==> config.mk <==
export PLATFORM = sky130hd
export DESIGN_NAME = nrad_seq_divider
export DESIGN_NICKNAME = d
export VERILOG_FILES = /design/src/rtl/nrad_seq_divider_pkg.sv /design/src/rtl/nrad_step_row.sv /design/src/rtl/nrad_seq_divider.sv
export SDC_FILE = /design/constraint.sdc
export NUM_CORES = 1
export LEC_CHECK = 0
export CAP_MARGIN = 20
export CORE_MARGIN = 3
export CORE_UTILIZATION = 30
export DETAILED_ROUTE_END_ITERATION = 8
export DONT_BUFFER_PORTS = 1
export GPL_ROUTABILITY_DRIVEN = 0
export HOLD_SLACK_MARGIN = 0.08
export SLEW_MARGIN = 20
export SYNTH_ARGS = -nofsm -noshare
export SYNTH_HDL_FRONTEND = slang
export SYNTH_SLANG_ARGS = --single-unit
==> constraint.sdc <==
create_clock -name clk -period 2.3 [get_ports clk]
set_input_delay 0.46 -clock clk [delete_from_list [all_inputs] [get_ports clk]]
set_output_delay 0.46 -clock clk [all_outputs]
set_load 0.03 [all_outputs]
==> src/rtl/nrad_seq_divider_pkg.sv <==
// Shared definitions for the sequential non-restoring divider.
// State encodings are plain localparams so legacy code can compare against them directly.
package nrad_seq_divider_pkg;

    localparam int unsigned StateW = 3;

    localparam logic [StateW-1:0] StIdle = 3'd0;
    localparam logic [StateW-1:0] StIter = 3'd1;
    localparam logic [StateW-1:0] StCorr = 3'd2;
    localparam logic [StateW-1:0] StDz   = 3'd3;
    localparam logic [StateW-1:0] StDone = 3'd4;

endpackage

==> src/rtl/nrad_step_row.sv <==
// One row of controlled add/subtract cells: sum_o = a_i + d_i (op_i=0) or a_i - d_i (op_i=1).
module nrad_step_row #(
    parameter int unsigned W = 4
) (
    input  logic [W-1:0] a_i,
    input  logic [W-1:0] d_i,
    input  logic         op_i,
    output logic [W-1:0] sum_o,
    output logic         cout_o
);

    logic [W-1:0] b;

    // Subtraction as two's complement: invert and inject op as carry-in.
    assign b = d_i ^ {W{op_i}};
    assign {cout_o, sum_o} = {1'b0, a_i} + {1'b0, b} + {{W{1'b0}}, op_i};

endmodule

==> src/rtl/nrad_seq_divider.sv <==
// Multi-cycle unsigned non-restoring divider: one add/subtract row per clock,
// followed by a single remainder-correction step.
module nrad_seq_divider
    import nrad_seq_divider_pkg::*;
#(
    parameter int unsigned XW = 4,
    parameter int unsigned YW = 2
) (
    input  logic          clk,
    input  logic          rst_n,
    input  logic          start,
    input  logic [XW-1:0] X,
    input  logic [YW-1:0] Y,
    output logic          ready,
    output logic          busy,
    output logic          done,
    output logic [XW-1:0] Q,
    output logic [YW-1:0] R,
    output logic          dz
);

    localparam int unsigned AW = YW + 2;
    localparam int unsigned CW = $clog2(XW + 1);

    logic [StateW-1:0] state_q, state_d;
    logic [AW-1:0]     a_q, d_q;
    logic [XW-1:0]     qs_q, q_q;
    logic [YW-1:0]     r_q;
    logic [CW-1:0]     cnt_q;
    logic              dz_q;

    logic [AW-1:0]     row_a, row_sum;
    logic              row_op, row_cout;

    always_comb begin
        row_a  = {a_q[AW-2:0], qs_q[XW-1]};
        row_op = ~a_q[AW-1];
        if (state_q == StCorr) begin
            row_a  = a_q;
            row_op = 1'b0;
        end
    end

    nrad_step_row #(
        .W (AW)
    ) u_row (
        .a_i    (row_a),
        .d_i    (d_q),
        .op_i   (row_op),
        .sum_o  (row_sum),
        .cout_o (row_cout)
    );

    always_comb begin
        state_d = state_q;
        case (state_q)
            StIdle: if (start) state_d = (Y != '0) ? StIter : StDz;
            StIter: if (cnt_q == CW'(1)) state_d = StCorr;
            StCorr: state_d = StDone;
            StDz:   state_d = StDone;
            StDone: state_d = StIdle;
            default: state_d = StIdle;
        endcase
    end

    always_ff @(posedge clk or negedge rst_n) begin
        if (!rst_n) begin
            state_q <= StIdle;
            a_q     <= '0;
            d_q     <= '0;
            qs_q    <= '0;
            cnt_q   <= '0;
            q_q     <= '0;
            r_q     <= '0;
            dz_q    <= 1'b0;
        end else begin
            state_q <= state_d;
            case (state_q)
                StIdle: begin
                    if (start && (Y != '0)) begin
                        a_q   <= '0;
                        qs_q  <= X;
                        d_q   <= {2'b00, Y};
                        cnt_q <= CW'(XW);
                        dz_q  <= 1'b0;
                    end
                end
                StIter: begin
                    // With |A| < 2D the carry out equals ~sign(new A), i.e. the quotient bit.
                    a_q   <= row_sum;
                    qs_q  <= {qs_q[XW-2:0], row_cout};
                    cnt_q <= cnt_q - CW'(1);
                end
                StCorr: begin
                    q_q  <= qs_q;
                    r_q  <= a_q[AW-1] ? row_sum[YW-1:0] : a_q[YW-1:0];
                    dz_q <= 1'b0;
                end
                StDz: begin
                    q_q  <= '1;
                    r_q  <= '0;
                    dz_q <= 1'b1;
                end
                default: ;
            endcase
        end
    end

    assign ready = (state_q == StIdle);
    assign busy  = ~ready;
    assign done  = (state_q == StDone);
    assign Q     = q_q;
    assign R     = r_q;
    assign dz    = dz_q;

endmodule

Word-level counts from Yosys, hierarchy flattened

Index checks and enable logic that the tools add are counted.

Add/subtract/negate cells: 3
Equal/unequal tests: 8
Multiplexer cells: 17
Bitwise operators: 3
Reductions and logical operators: 11

Operator list:

| cell                                                | count |
|---|---|
| one-hot mux 4 bit (2 select lines)                  | 3 |
| 2-to-1 mux 4 bit                                    | 3 |
| 2-to-1 mux 3 bit                                    | 3 |
| one-hot mux 3 bit (3 select lines)                  | 1 |
| AND reduction 2 bit                                 | 4 |
| equality test 3 x 1 -> 1 bit, second input constant | 2 |
| equality test 3 x 2 -> 1 bit, second input constant | 2 |
| one-hot mux 3 bit (2 select lines)                  | 1 |
| nonzero test 2 bit                                  | 3 |
| adder 4 x 4 -> 5 bit                                | 1 |
| adder 5 x 1 -> 5 bit                                | 1 |
| 2-to-1 mux 2 bit                                    | 2 |
| != test 2 bit, second input constant                | 2 |
| one-hot mux 2 bit (2 select lines)                  | 1 |
| bitwise XOR 2 x 4 -> 4 bit                          | 1 |
| equality test 3 bit, second input constant          | 1 |
| zero test 3 bit                                     | 1 |
| one-hot mux 1 bit (3 select lines)                  | 1 |
| nonzero test 3 bit                                  | 1 |
| subtractor 3 x 1 -> 3 bit, second input constant    | 1 |
| 2-to-1 mux 1 bit                                    | 2 |
| != test 2 x 1 -> 1 bit, second input constant       | 1 |
| inverter 1 bit                                      | 2 |
| OR reduction 2 bit                                  | 1 |
| logical AND 1 bit                                   | 1 |

Register bits after elaboration: 23
Output and inout bits: 10

Logic depth before layout (Yosys ltp)

Gate-level depths: netlist (run 1).

Depth in word-level cells: 7
Depth in mapped cells: 11

Cells and area by module

Synthesis (run 1) repeated with hierarchy kept, for this count alone.

Cells, all modules: 115
Area total of the unflattened synthesis: 1,290.0 um^2

By module, submodules not included:

| module           | times used | cells an instance | area each (um^2) | seq. area each (um^2) |
|---|---|---|---|---|
| nrad_seq_divider | 1          | 95                | 1,109.8          | 575.6 |
| nrad_step_row    | 1          | 20                | 180.2            | 0.0 |

Worst setup path after synthesis (run 1)

Ideal clock, no wire load.

Kind: reg2reg
From: reg state_q[2]
To: reg a_q[3]
Setup time: 0.121 ns
Data arrival time: 2.091 ns
Required time: 2.179 ns
Slack: 0.088 ns
Stages on the path, launching flop included: 12
Clock period less this slack: 2.212 ns
Cells stage by stage: dfrtp_1 or2b_1 inv_2 nand2b_1 nand2_1 nand2_1 ha_1 a21o_1 a41oi_2 xnor2_1 o21ai_1 a22o_1

Cells in the longest elaborated chain, start to end: 6

Ends and longest elaborated chain:

| what                               | RTL line               | RTL |
|---|---|---|
| from (decl)                        | nrad_seq_divider.sv:25 | `logic [StateW-1:0] state_q, state_d;` |
| from (signal assigned)             | nrad_seq_divider.sv:68 | `state_q <= StIdle;` |
| from (signal assigned)             | nrad_seq_divider.sv:77 | `state_q <= state_d;` |
| equality test 3 x 2 -> 1 bit       | nrad_seq_divider.sv:38 | `if (state_q == StCorr) begin` |
| 2-to-1 mux 1 bit                   | nrad_seq_divider.sv:38 |  |
| bitwise XOR 2 x 4 -> 4 bit         | nrad_step_row.sv:15    | `assign b = d_i ^ {W{op_i}};` |
| adder 4 x 4 -> 5 bit               | nrad_step_row.sv:16    | `assign {cout_o, sum_o} = {1'b0, a_i} + {1'b0, b} + {{W{1'b0}}, op_i};` |
| adder 5 x 1 -> 5 bit               | nrad_step_row.sv:16    |  |
| one-hot mux 4 bit (2 select lines) | nrad_seq_divider.sv:78 | `case (state_q)` |
| to (signal assigned)               | nrad_seq_divider.sv:90 | `a_q <= row_sum;` |
| to (decl)                          | nrad_seq_divider.sv:26 | `logic [AW-1:0] a_q, d_q;` |

Parallel ways exist; a longest one is shown, timed or not.
A chain may end at the register's enable or synchronous reset.

Final worst setup path (run 1)

Same ends and word-level chain as after synthesis.

==> results by group, run 1 <==
Run status
  • Outcome: finished, final reports clean

Clocking
  • H-tree levels: 1
  • CTS buffer count: 3
  • Clk Latency, worst-skew pair: 0.27 ns
  • CTS tree: built
  • Longest Clk Path Bufs: 2
  • Clock sink count: 23
  • Worst-path clk slew: 0.08 ns
  • Root Buffer: clkbuf_8

Logic synthesis
  • Synth Register Bits: 23
  • Seq/Total Area, Yosys: 45.9%
  • Most common cell in the netlist: nand2_1
  • Predominant post-synthesis flop cell: dfrtp_1
  • Synth warn: 0
  • Number of synthesized flops with an enable pin: 0
  • Dominant cells by area after synthesis: dfrtp_1, nand2_1, o21ai_0, ha_1, nor2_1
  • Syn avg cell area: 9.23 µm²
  • Top post-synthesis cells by count: nand2_1, dfrtp_1, o21ai_0, nor2_1, a21oi_1
  • Post-synth ARST share: 100%
  • Post-synth cell types: 39
  • Syn_nets: 150
  • Cell Area, Synth: 1250 µm²
  • Post-Syn Instances: 136
  • Post-synth top area share: 45.9%
  • Area leader, netlist: dfrtp_1

Die
  • # rows: 22
  • Initial Util: 32.6%
  • Die width: 70.7 µm
  • Core area: 3850 µm²
  • Die ar.: 4990 µm²
  • Die Ht: 70.7 µm
  • Ports: 19

Worst setup path
  • Startpoint Class: flop
  • Worst EP required: 2.47 ns
  • Crit path DAT: 2.39 ns
  • Crit-path max FO: 4
  • Critical path endpoint category: flop
  • Setup CP Type: reg -> reg

Routing
  • Via/cell ratio: 5.19
  • Routed wire length: 2.94 mm
  • ANT nets after route: 0
  • Met2 wire length: 1.47 mm
  • Wire per inst: 14.5 µm
  • Met3 wire length: 193 µm
  • Max layer used: met4
  • Drt initial violations: 56
  • Routed length on met1: 1.22 mm
  • DRC: 0
  • TritonRoute pass-1 iters: 4
  • DR vias: 1053

Layout
  • Share of layout cells above drive strength 1: 25.2%
  • Final nets: 170
  • Fillers: 384
  • Multi-input gate area: 661 µm²
  • Antenna fix cells: 0
  • Sequential cell area: 577 µm²
  • Area Growth Syn to Fin: 21.6%

Global route
  • Global-route wire length before repair: 5.03 mm
  • Initial antenna violation count: 0
  • Largest net degree at the start of global routing: 24
  • Vias in the first global route: 1063
  • Final global-route overflow total: 0
  • Total track usage: 12.5%

Timing
  • Unrepaired setup endpoints after global routing: yes
  • Max-slew violations: 0
  • Maximum clock rate: 450 MHz
  • Setup slack after layout: 0.0758 ns
  • Slew @ Worst Pin: 0.514 ns
  • Rel. slew slack: 65.7%
  • Final hold vios: 0
  • Fin crit share: 96.7%
  • Final setup viols: 0
  • Min Tclk post-route: 2.22 ns
  • Final clock skew: 0.00695 ns

Place
  • Place WS: 0.0708 ns
  • Detailed Place HPWL: 2.16 mm
  • Port-buffer cells: 0

Pwr
  • Static leakage: 0.720 nW
  • Tot Pwr: 0.00269 W
  • Max VDD drop: 488 µV
  • Power density over cell area: 1760 nW/µm²

Run
  • Total of max-cap violations: 0

Min path
  • Worst Hold Class: in -> async
## cells by family after synthesis
kind of cell / after synthesis / share of synthesized area, %
AO/OA/AOI/OAI: 34 / 17.6
flip-flops: 23 / 45.9
XOR/XNOR: 5 / 3.49
AND/OR/NAND/NOR: 57 / 23.0
adder cells (fa/ha/maj): 5 / 5.58
multiplexers: 1 / 0.798
buffers and inverters: 11 / 3.59
## metrics by stage
step	util, %	setup TNS [ns]	std cells	instance area, µm²	hold WS [ns]
floorplan	-	0	136	1250	0.164
global placement	35.9	0	191	1380	0.165
detailed placement	35.9	0	191	1380	0.165
CTS	37.3	0	196	1440	0.312
global route	39.6	-0.0355	203	1530	0.179
finish	39.6	0	203	1530	0.151
## registers in the layout, summed over array words and instances (netlist names)
signal,flops
Q,4
state_q,3
dz,1
a_q,4
cnt_q,3
R,2
qs_q,4
d_q,2
## placed cells by master (no fill, tap or decap), types with 2 or more instances in the layout
master,Yosys,layout
nor3b_1,2,2
a21oi_1,7,6
nand3_1,2,2
o21ai_0,11,11
nor2_1,10,9
o22ai_1,3,3
nand2_1,29,29
xor2_1,3,2
o21ai_1,2,2
nand4bb_1,2,2
ha_1,4,3
inv_1,4,4
inv_2,2,2
dfrtp_1,23,22
a22o_1,2,2
clkbuf_8,0,3
buf_4,0,18
and3_1,3,3
## power by group
group	internal (W)	switching [W]
clock network	0.000121	0.000131
logic	0.000719	0.000809
registers	0.000605	0.000302
## final cells by class
type / instances / share of cell area [%]
multi-input combinational: 102 / 43.3
sequential: 23 / 37.8
timing repair buffer: 20 / 10.5
tap: 48 / 3.93
clock buffer: 3 / 2.70
inverter: 6 / 1.48
clock inverter: 1 / 0.328
## worst paths after layout
path / start / to / slack [ns] / depth (start not counted)
min in group clk: Y[0] / d_q[0] / 0.31 / 2
worst max register to register: state_q[2] / a_q[3] / 0.08 / 11
worst min-delay path: rst_n / Q[1] / 0.15 / 1
worst max-delay path: state_q[2] / a_q[3] / 0.08 / 11
worst min register to register: cnt_q[1] / cnt_q[1] / 0.54 / 2
max in group asynchronous: rst_n / state_q[2] / 1.78 / 1
## metal layers
metal	global-route usage (%)	vias up
met2	21.2	27
met1	14.1	515
met3	4.69	7
met4	5.64	0
met5	0	-
li1	-	504
## worst max-delay path, stage by stage, from the launching register on
cell and delay, ns:
dfrtp_2 0.44, or2b_1 0.26, inv_2 0.09, nand2b_1 0.10, nand2_1 0.08, nand2_1 0.06
ha_1 0.32, a21o_1 0.17, a41oi_2 0.19, xnor2_2 0.14, o21ai_1 0.08, a22o_1 0.18
## timing repair
item                       CTS  global route
hold buffers                 1             0
setup endpoints to repair    0             2
hold endpoints to repair    23             0
buffers inserted             0             7
gates resized for setup      0             7
No activity file was read; power rests on OpenSTA's default activity.
==> inputs of run 2 (changes only) <==
--- a/config.mk
+++ b/config.mk
@@ -5,6 +5,7 @@
 export SDC_FILE = /design/constraint.sdc
 export NUM_CORES = 1
 export LEC_CHECK = 0
+export ABC_AREA = 1
 export CAP_MARGIN = 20
 export CORE_MARGIN = 3
 export CORE_UTILIZATION = 30
==> run 2 against run 1 <==
Against the previous run:
- flip-flop and latch count stayed put
- register-to-register slack better by 0.13 ns
- synthesized area is 1.7% lower
- non-clock buffer count is 18 lower
- synthesized cell count is 5.1% higher
- clock skew is 0.0024 ns lower
- setup slack better by 0.13 ns
- cell count is 3.0% lower
- clock power is 5% higher
- fmax is 6.0% higher
- power is 12% lower
- hold slack better by 0.0017 ns
- critical path type unchanged
- critical endpoint is now qs_q[0]
==> results by group, run 2 <==
Global route
  • Initial antenna violation count: 0
  • Largest net degree at the start of global routing: 24
  • Vias in the first global route: 957
  • Global-route wire length before repair: 4.75 mm
  • Total track usage: 12.1%
  • Final global-route overflow total: 0

Routing
  • Routed length on met1: 1.28 mm
  • Met2 wire length: 1.16 mm
  • Wire per inst: 13.4 µm
  • Max layer used: met4
  • Drt initial violations: 81
  • Via/cell ratio: 5.01
  • Routed wire length: 2.64 mm
  • DRC: 0
  • Met3 wire length: 154 µm
  • ANT nets after route: 0
  • TritonRoute pass-1 iters: 4
  • DR vias: 987

Timing
  • Min Tclk post-route: 2.10 ns
  • Post-route setup TNS: 0 ns
  • Worst hold slack: 0.153 ns
  • Final clock skew: 0.00450 ns
  • Maximum clock rate: 477 MHz
  • Unrepaired setup endpoints after global routing: no
  • Max-slew violations: 0
  • Slew @ Worst Pin: 0.555 ns
  • Rel. slew slack: 62.9%
  • Fin crit share: 91.2%
  • Final setup viols: 0
  • Final hold vios: 0

Clocking
  • CTS buffer count: 3
  • H-tree levels: 1
  • Clock sink count: 23
  • Longest Clk Path Bufs: 2
  • CTS tree: built
  • Clk Latency, worst-skew pair: 0.27 ns
  • Worst-path clk slew: 0.09 ns
  • Root Buffer: clkbuf_8
  • # Post-CTS Setup Buffers: 0

Worst setup path
  • Startpoint Class: flop
  • Count of buffer and inverter cells on the critical path: 1
  • Worst R2R Start: state_q[2]
  • Critical path endpoint category: flop
  • Setup CP Type: reg -> reg
  • Max incr delay on CP: 0.47 ns
  • CP Cell Sequence: nor2_2 -> nand2_2 -> nand2_1 -> nand3_1 -> nand2_1 -> inv_1 -> fa_1 -> a21oi_1 -> o22ai_1 -> nand2_1 -> o211ai_1
  • Crit path from: state_q[2]
  • Critical path's top delay family: simple AND/OR/NAND/NOR gates
  • Crit-path max FO: 7
  • Worst EP required: 2.45 ns
  • Slowest stage cell, crit path: dfrtp_1
  • Worst reg2reg setup slack: 0.20 ns
  • Crit path DAT: 2.25 ns
  • Worst path most repeated cell: nand2_1

Layout
  • Share of layout cells above drive strength 1: 12.8%
  • Area Growth Syn to Fin: 10.0%
  • Most frequent cells in the layout: nand2_1, dfrtp_1, inv_1, o21ai_0, a21oi_1
  • Finished Cell Area: 1360 µm²
  • Antenna fix cells: 0
  • Fillers: 391
  • Most common cell after layout, fill and taps aside: nand2_1
  • Final Util: 35.7%
  • Final nets: 164

Logic synthesis
  • Predominant post-synthesis flop cell: dfrtp_1
  • XOR/XNOR share of the synthesized area: 3.55%
  • Seq/Total Area, Yosys: 46.7%
  • Post-synthesis compound-gate area fraction: 13.7%
  • Syn avg cell area: 8.63 µm²
  • Largest family of logic cells by synthesized area: simple AND/OR/NAND/NOR gates
  • Synth Register Bits: 23
  • Number of synthesized flops with an enable pin: 0
  • Synth warn: 0
  • Area leader, netlist: dfrtp_1
  • Post-synth cell types: 26
  • Mux cell area share after synthesis: 0%
  • Syn_nets: 157
  • Dominant cells by area after synthesis: dfrtp_1, nand2_1, inv_1, ha_1, o21ai_0
  • Synth Area in Simple Gates: 22.8%
  • Post-Synth Adder-Cell Area: 5.68%
  • Cell Area, Synth: 1230 µm²
  • Post-synth ARST share: 100%
  • Most common cell in the netlist: nand2_1
  • Post-Syn Instances: 143
  • Top post-synthesis cells by count: nand2_1, dfrtp_1, inv_1, o21ai_0
  • Post-synth top area share: 46.7%

Place
  • Post-Place Cell Area: 1300 µm²
  • Detailed Place HPWL: 1.99 mm
  • Port-buffer cells: 0

Min path
  • Worst Hold Class: in -> async

Pwr
  • Power density over cell area: 1740 nW/µm²
  • Tot Pwr: 0.00236 W
  • Max VDD drop: 666 µV
  • Static leakage: 0.652 nW

Run status
  • Outcome: finished, final reports clean

Die
  • Core area: 3800 µm²
  • Ports: 19
  • Die ar.: 4920 µm²
  • Die width: 70.1 µm
  • Initial Util: 32.5%
  • Die Ht: 70.1 µm
  • # rows: 22

Run
  • Total of max-cap violations: 0
==> run 2: area by class of cell <==
cell class              instances  area [µm²]  area share (%)
well taps                      48        60.1            4.42
clock inverters                 1        7.51           0.553
flip-flops and latches         23         576            42.4
inverters                      25        93.8            6.91
clock buffers                   3        41.3            3.04
multi-input cells              95         567            41.8
repair buffers                  2        12.5           0.922
==> run 2: worst paths after layout <==
path,to,depth (start not counted)
worst max-delay path,qs_q[0],11
worst min-delay path,Q[0],1
worst max register to register,qs_q[0],11
worst min register to register,d_q[0],2
max in group asynchronous,d_q[1],1
min in group clk,d_q[0],2
==> run 2: metrics by stage <==
stage	std cells	setup slack, ns
2_1_floorplan	143	0.426
3_3_place_gp	192	0.259
3_5_place_dp	192	0.189
4_1_cts	197	0.161
5_1_grt	197	0.0778
6_report	197	0.202
==> run 2: logic make-up after synthesis <==
logic type | Yosys count
simple gates | 56
compound gates | 29
buf+inv | 25
xor+xnor | 5
flops | 23
fa+ha+maj | 5
==> run 2: what timing repair did <==
action,4_1_cts,5_1_grt
resized for setup,0,1
endpoints found under the hold margin,23,0
setup endpoints to repair,0,1
hold buffers,1,0
==> run 2: power by group <==
group,internal (W),total [W],switching (W)
Sequential,0.000589,0.000837,0.000248
Clock,0.000123,0.000264,0.000141
Combinational,0.000458,0.00126,0.000797
==> run 2: per-layer routing <==
metal / global-route usage [%] / vias to the layer above
met5: 0 / -
met4: 4.47 / 0
met3: 4.46 / 5
met2: 17.3 / 20
met1: 16.5 / 482
li1: - / 480
